==> src/rtl/dram_rascas_seq_pkg.sv <==
// Shared state encoding, counter width and timing defaults for the DRAM RAS/CAS sequencer.
// The CBR refresh states exist only when DRAM_CBR_REFRESH_EN is defined.
package dram_rascas_seq_pkg;

  localparam int unsigned CNT_W          = 4;
  localparam int unsigned RAS_TO_MUX_DEF = 1;
  localparam int unsigned MUX_TO_CAS_DEF = 1;
  localparam int unsigned PRECHARGE_DEF  = 2;

  typedef enum logic [2:0] {
    ST_IDLE    = 3'd0,
    ST_RAS     = 3'd1,
    ST_MUX     = 3'd2,
    ST_CAS     = 3'd3,
    ST_RFSH    = 3'd4,
    ST_PRECHG  = 3'd5
`ifdef DRAM_CBR_REFRESH_EN
    ,
    ST_CBR_CAS = 3'd6,
    ST_CBR_RAS = 3'd7
`endif
  } state_e;

  // A state that lasts N cycles loads N-1: the transition fires on the edge that sees zero.
  function automatic logic [CNT_W-1:0] delay_load(input int unsigned cycles);
    return CNT_W'(cycles - 1);
  endfunction

endpackage

==> src/rtl/dram_rascas_seq_delay_cnt.sv <==
// Loadable down-counter timing the RAS-to-mux, mux-to-CAS and precharge intervals.
// Load wins over counting; the count stops at zero and zero_o flags it.
module dram_delay_cnt
  import dram_rascas_seq_pkg::*;
(
  input  logic             clk,
  input  logic             nrst,
  input  logic             load_i,
  input  logic [CNT_W-1:0] load_val_i,
  output logic             zero_o
);

  logic [CNT_W-1:0] cnt_q, cnt_d;

  always_comb begin
    cnt_d = cnt_q;
    if (load_i) begin
      cnt_d = load_val_i;
    end else if (cnt_q != '0) begin
      cnt_d = cnt_q - CNT_W'(1);
    end
  end

  always_ff @(posedge clk or negedge nrst) begin
    if (!nrst) begin
      cnt_q <= '0;
    end else begin
      cnt_q <= cnt_d;
    end
  end

  assign zero_o = (cnt_q == '0);

endmodule

==> src/rtl/dram_rascas_seq.sv <==
// Converts Z80 memory/refresh cycles into registered nRAS/nCAS/nWE and 74157 mux controls.
// DRAM_CBR_REFRESH_EN selects CAS-before-RAS refresh instead of RAS-only; nras falls one edge after the request.
module dram_rascas_seq
  import dram_rascas_seq_pkg::*;
#(
  parameter int unsigned RAS_TO_MUX = RAS_TO_MUX_DEF,
  parameter int unsigned MUX_TO_CAS = MUX_TO_CAS_DEF,
  parameter int unsigned PRECHARGE  = PRECHARGE_DEF
) (
  input  logic clk,
  input  logic nrst,
  input  logic nmreq,
  input  logic nrfsh,
  input  logic nram_sel,
  input  logic nwr,
  output logic nras,
  output logic ncas,
  output logic nwe,
  output logic mux_s,
  output logic nmux_oe,
  output logic busy
);

  localparam logic [CNT_W-1:0] R2M_LD = delay_load(RAS_TO_MUX);
  localparam logic [CNT_W-1:0] M2C_LD = delay_load(MUX_TO_CAS);
  localparam logic [CNT_W-1:0] PRE_LD = delay_load(PRECHARGE);

  state_e state_q, state_d;
  logic   nras_q, nras_d;
  logic   ncas_q, ncas_d;
  logic   nwe_q, nwe_d;
  logic   mux_s_q, mux_s_d;
  logic   nmux_oe_q, nmux_oe_d;
  logic   busy_q, busy_d;

  logic             cnt_load;
  logic [CNT_W-1:0] cnt_val;
  logic             cnt_zero;
  logic             start;
  logic             to_prechg;

  dram_delay_cnt u_delay_cnt (
    .clk       (clk),
    .nrst      (nrst),
    .load_i    (cnt_load),
    .load_val_i(cnt_val),
    .zero_o    (cnt_zero)
  );

  always_comb begin
    state_d   = state_q;
    nras_d    = nras_q;
    ncas_d    = ncas_q;
    nwe_d     = nwe_q;
    mux_s_d   = mux_s_q;
    nmux_oe_d = nmux_oe_q;
    cnt_load  = 1'b0;
    cnt_val   = '0;
    start     = 1'b0;
    to_prechg = 1'b0;

    case (state_q)
      ST_IDLE: begin
        start = 1'b1;
      end
      ST_RAS: begin
        if (nmreq) begin
          to_prechg = 1'b1;
        end else if (cnt_zero) begin
          state_d  = ST_MUX;
          mux_s_d  = 1'b1;
          cnt_load = 1'b1;
          cnt_val  = M2C_LD;
        end
      end
      ST_MUX: begin
        if (nmreq) begin
          to_prechg = 1'b1;
        end else if (cnt_zero) begin
          state_d = ST_CAS;
          ncas_d  = 1'b0;
          nwe_d   = nwr;
        end
      end
      ST_CAS: begin
        if (nmreq) begin
          to_prechg = 1'b1;
        end else begin
          nwe_d = nwr;
        end
      end
      ST_RFSH: begin
        if (nmreq) begin
          to_prechg = 1'b1;
        end
      end
`ifdef DRAM_CBR_REFRESH_EN
      ST_CBR_CAS: begin
        if (nmreq) begin
          to_prechg = 1'b1;
        end else begin
          state_d = ST_CBR_RAS;
          nras_d  = 1'b0;
        end
      end
      ST_CBR_RAS: begin
        if (nmreq) begin
          to_prechg = 1'b1;
        end
      end
`endif
      ST_PRECHG: begin
        if (cnt_zero) begin
          state_d = ST_IDLE;
          start   = 1'b1;
        end
      end
      default: begin
        to_prechg = 1'b1;
      end
    endcase

    if (to_prechg) begin
      state_d   = ST_PRECHG;
      nras_d    = 1'b1;
      ncas_d    = 1'b1;
      nwe_d     = 1'b1;
      mux_s_d   = 1'b0;
      nmux_oe_d = 1'b1;
      cnt_load  = 1'b1;
      cnt_val   = PRE_LD;
    end

    // Requests are never latched: only what is present on the deciding edge starts a cycle.
    if (start && !nmreq) begin
      if (!nrfsh) begin
`ifdef DRAM_CBR_REFRESH_EN
        state_d   = ST_CBR_CAS;
        nras_d    = 1'b1;
        ncas_d    = 1'b0;
        nmux_oe_d = 1'b1;
`else
        state_d   = ST_RFSH;
        nras_d    = 1'b0;
        ncas_d    = 1'b1;
        nmux_oe_d = 1'b0;
`endif
        nwe_d     = 1'b1;
        mux_s_d   = 1'b0;
      end else if (!nram_sel) begin
        state_d   = ST_RAS;
        nras_d    = 1'b0;
        ncas_d    = 1'b1;
        nwe_d     = 1'b1;
        mux_s_d   = 1'b0;
        nmux_oe_d = 1'b0;
        cnt_load  = 1'b1;
        cnt_val   = R2M_LD;
      end
    end

    busy_d = (state_d != ST_IDLE);
  end

  always_ff @(posedge clk or negedge nrst) begin
    if (!nrst) begin
      state_q   <= ST_IDLE;
      nras_q    <= 1'b1;
      ncas_q    <= 1'b1;
      nwe_q     <= 1'b1;
      mux_s_q   <= 1'b0;
      nmux_oe_q <= 1'b1;
      busy_q    <= 1'b0;
    end else begin
      state_q   <= state_d;
      nras_q    <= nras_d;
      ncas_q    <= ncas_d;
      nwe_q     <= nwe_d;
      mux_s_q   <= mux_s_d;
      nmux_oe_q <= nmux_oe_d;
      busy_q    <= busy_d;
    end
  end

  assign nras    = nras_q;
  assign ncas    = ncas_q;
  assign nwe     = nwe_q;
  assign mux_s   = mux_s_q;
  assign nmux_oe = nmux_oe_q;
  assign busy    = busy_q;

endmodule
==> config.mk <==
export PLATFORM = sky130hd
export DESIGN_NAME = dram_rascas_seq
export DESIGN_NICKNAME = d
export VERILOG_FILES = /design/src/rtl/dram_rascas_seq_pkg.sv /design/src/rtl/dram_rascas_seq_delay_cnt.sv /design/src/rtl/dram_rascas_seq.sv
export SDC_FILE = /design/constraint.sdc
export NUM_CORES = 1
export LEC_CHECK = 0
export ABC_AREA = 1
export BUFFER_PORTS_ARGS = -buffer_cell sky130_fd_sc_hd__buf_2
export CAP_MARGIN = 5
export CORE_MARGIN = 5
export CORE_UTILIZATION = 56
export DETAILED_ROUTE_END_ITERATION = 8
export PLACE_DENSITY_LB_ADDON = 0.08
export SYNTH_ARGS = -nofsm -noshare
export SYNTH_HDL_FRONTEND = slang
export SYNTH_SLANG_ARGS = --single-unit
==> constraint.sdc <==
create_clock -name clk -period 2.7 [get_ports clk]
set_input_delay 0.135 -clock clk [delete_from_list [all_inputs] [get_ports clk]]
set_output_delay 0.135 -clock clk [all_outputs]
set_load 0.01 [all_outputs]
==> results by stage <==
Outcome:
- The run finished with clean final reports.

Drt:
- The wire length per cell is about 13 microns.
- The total DRC errors in the routed layout is 0.
- The number of routed nets with antenna violations is 0.
- The detailed router placed 703 vias in this run.
- The detailed-routing iteration count for the pre-antenna-repair pass is 4.
- In this run, the number of DRC markers left after iteration 0 of detailed routing was 19.
- The wire length after detailed routing is about 1700 microns.
- Using the TritonRoute via totals, the vias-per-cell ratio works out to 5.450.

Clocking:
- The clock sink count is 13.
- TritonCTS built the clock tree.
- The number of buffers between clock root and the deepest sink is 2.
- The count of cells resized by post-cts repair is 0.
- The clock latency on the worst-skew pair is slightly below 0.3 ns.
- In this run the number of H-tree levels came out at 1.
- The root buffer cell chosen for the clock tree is clkbuf_4.
- The CTS clock-pin slew for the worst setup and hold paths is 0.08 ns.
- The number of CTS-inserted buffers is 3.

Placed design:
- At the end of routability-driven placement, the weighted congestion stood at ~0.86.
- After legalization and detailed placement, the total HPWL measured about 1300 microns.
- The count of placed standard cells including taps is approximately 120.
- The placed instances occupy a cell area of ~840 sq um.
- Buffers placed on the I/O ports in this run total 11.

STA:
- The aggregate negative setup slack is 0 ns.
- Setup repair after global routing left no endpoint under its margin.
- The final critical-path required period is approximately 1.5 ns.
- At the pin with the least slew margin, the transition time is roughly 0.3 ns.
- Hold timing on the final database bottoms out at a slack of roughly 0.14 ns.
- Headroom to the max-slew limit came out at between 80% and 90%.
- Setup violations remaining at the end of the flow were counted as 0.
- The final critical-path share of the clock period is 56.04%.
- The number of max-slew violations in the final report is 0.
- The largest clock skew in the final design is approximately 0.0073 ns.
- The peak clock frequency supported by timing is around 660 MHz.
- The count of final hold-check violations is 0.

Min path:
- The launch instance of the worst min-delay path is nwr.
- The class of the tightest hold or removal check is in -> reg.
- Along the worst hold path, the cell count comes to 3.
- The path with the worst hold slack has its endpoint at nwe.

Worst setup path:
- The number of cells on the worst reg-to-reg path is 8.
- STA classifies the critical path endpoint as a register.
- The slack of the worst reg-to-reg path is about 1.2 ns.
- The largest fanout on the critical path is 8.
- At the worst endpoint, the arrival time is 1.68 ns.
- The required time of the critical path is approximately 2.9 ns.
- The endpoint of the most critical register-to-register path is busy.
- The startpoint kind of the worst setup timing path is a register.
- The source of the worst register-to-register timing path is u_delay_cnt.cnt_q[0].
- The critical setup path kind is reg -> reg.

Logic synthesis:
- After synthesis, the cell types taking the most area are dfrtp_1 (29%), dfstp_2 (14%), nand2_1 (10%).
- The combinational family with the most area after synthesis is simple AND/OR/NAND/NOR gates.
- The dominant cell type by area after synthesis is dfrtp_1.
- The commonest cells after synthesis are nand2_1 (21), nor2_1 (19), dfrtp_1 (9), inv_1 (9), nand3_1 (8).
- In this run, synthesis inferred 0 flip-flops with an integrated enable.
- The fraction of registers with async set or reset after synthesis is 100.0%.
- Of the total synthesized cell area, the portion taken by full adders, half adders and majority gates is ~1.6%.
- The leading register cell type out of synthesis is dfrtp_1.
- Of the total synthesized cell area, the portion taken by XOR and XNOR cells is between 2 and 2.5%.
- The portion of synthesized cell area occupied by the leading cell type is 29.08%.
- The average footprint of a synthesized cell is 7.823 sq um.
- The Yosys step of the flow raised 0 warnings.
- The area of the mapped netlist is between 700 and 800 sq um.
- The most common cell in the synthesized netlist is nand2_1.
- Summing the sequential cell areas from Yosys gives between 40% and 50% of the chip area.
- The compound-gate portion of the synthesized area is 5.654%.
- The number of cells produced by synthesis is 99.
- In this run, synthesis produced a sequential element count of 13.
- The number of nets in the synthesized netlist is approximately 110.
- The mux cell area share after synthesis is 0%.
- The simple-gate share of the synthesized area is 41.52%.
- The distinct cell type count of the synthesized netlist is 26.

Final layout:
- The area overhead of the layout relative to synthesis is 13.25%.
- The antenna diode instance count is 0.
- The layout has between 100 and 150 filler cells.
- The final non-filler cell area is slightly below 900 sq um.
- The footprint of the flip-flops and latches is 330.3 sq um.
- Summing all multi-input logic gate instances after layout gives just under 400 sq um.
- In the final layout, the share of cells above drive strength 1 is about 30%.
- For this run, the share of the core covered by cells in the final layout is between 60% and 70%.
- After the last flow step, the layout net total stands at ~120.
- The final standard cell count with taps included and fillers excluded is 129.

GRT:
- The initial antenna violation count is 0.
- For this run the aggregate overflow at the end of global routing stands at 0.
- The total routing resource utilization after global routing is between 20% and 30%.
- The largest net degree at the start of global routing is 14.
- The via count of the first global-routing pass was 680.
- The first global-routing pass estimated roughly 3000 microns of wire.

Floorplan:
- Row generation in the floorplan step produced 13 rows.
- The region available for standard cell placement spans roughly 1300 sq um.
- The x dimension of the die is ~47 microns.
- For this configuration, the core starts out at a cell density of 59.52%.
- 12 I/O pins were placed.
- The height of the die is around 47 microns.
- The area enclosed by the die boundary is around 2200 sq um.

Power and ir drop:
- Across the VDD grid, the largest voltage drop is around 0.53 mV.
- The cell area power density is 1157 nW/um^2.
- The leakage power figure is 0.4429 nW.

Flow run:
- Across the run, the number of max-cap violations was 0.
[repair_timing]
item                                   CTS  global route
hold buffers                             1             0
endpoints found under the hold margin   13             0
buffers inserted                         0             0
[cells by family after synthesis]
kind of cell | Yosys count
adders and majority gates | 1
AOI/OAI and AO/OA | 7
DFF | 13
xor gates and xnor gates | 2
buffers and inverters | 12
and+or+nand+nor | 64
[how the worst max path moves through the flow]
stage                               from                   end  slack [ns]  cells past startpoint
floorplan           u_delay_cnt.cnt_q[0]                 mux_s        1.36                      8
global placement    u_delay_cnt.cnt_q[0]                  busy        1.24                      8
detailed placement  u_delay_cnt.cnt_q[0]                 mux_s        1.21                      8
CTS                 u_delay_cnt.cnt_q[0]                 mux_s        1.19                      8
global route        u_delay_cnt.cnt_q[0]  u_delay_cnt.cnt_q[0]        1.05                      9
finish              u_delay_cnt.cnt_q[0]                  busy        1.19                      8
[sequential cells by signal, indices dropped and copies added (netlist names)]
signal	count
nmux_oe	1
u_delay_cnt.cnt_q	4
nwe	1
nras	1
mux_s	1
state_q	3
busy	1
ncas	1
[layout make-up]
type	instances	area share, %
sequential	13	37.66
multi-input combinational	74	45.08
inverter	11	4.708
clock buffer	4	2.996
tap	15	2.140
timing repair buffer	12	7.418
[placed cells by master, fill, tap and decap left out, drive strengths merged]
cell | netlist | routed
a21oi | 2 | 2
buf | 1 | 11
clkbuf | 0 | 4
dfrtp | 9 | 9
dfstp | 4 | 4
dlygate4sd3 | 0 | 1
ha | 1 | 1
inv | 11 | 11
nand2 | 26 | 26
nand3 | 9 | 9
nand4 | 3 | 3
nor2 | 23 | 23
nor3 | 2 | 2
o211ai | 1 | 1
o21a | 1 | 1
o21ai | 3 | 3
or2 | 1 | 1
xnor2 | 1 | 1
xor2 | 1 | 1
[power by group]
part / total [mW] / switching [mW] / internal (mW)
clock: 0.125 / 0.0671 / 0.0575
sequential: 0.347 / 0.0708 / 0.276
combinational: 0.543 / 0.342 / 0.201
[worst max-delay path: stages (launching register included)]
cell and delay (ns):
dfrtp_1 0.37, inv_1 0.06, ha_1 0.23, nand2_1 0.15
inv_1 0.15, nand3_1 0.12, nand4_1 0.09, nor2_1 0.15
nand3_1 0.09
[layer usage]
| layer | wire length [microns] | up-vias | global-route usage (%) |
|---|---|---|---|
| met5 | 0 | - | 0 |
| met4 | 48 | 0 | 15.47 |
| met3 | 85 | 5 | 4.981 |
| met2 | 783 | 19 | 29.81 |
| met1 | 774 | 336 | 26.24 |
| li1 | - | 343 | - |
[stage by stage]
stage                     worst slack [ns]  total power [mW]
after global placement               1.242            0.8733
after global routing                 1.052             1.106
final                                1.187             1.014
after CTS                            1.192             1.017
after detailed placement             1.210            0.8912
after floorplan                      1.363            0.7737
Power figures use the tool's default switching activity.
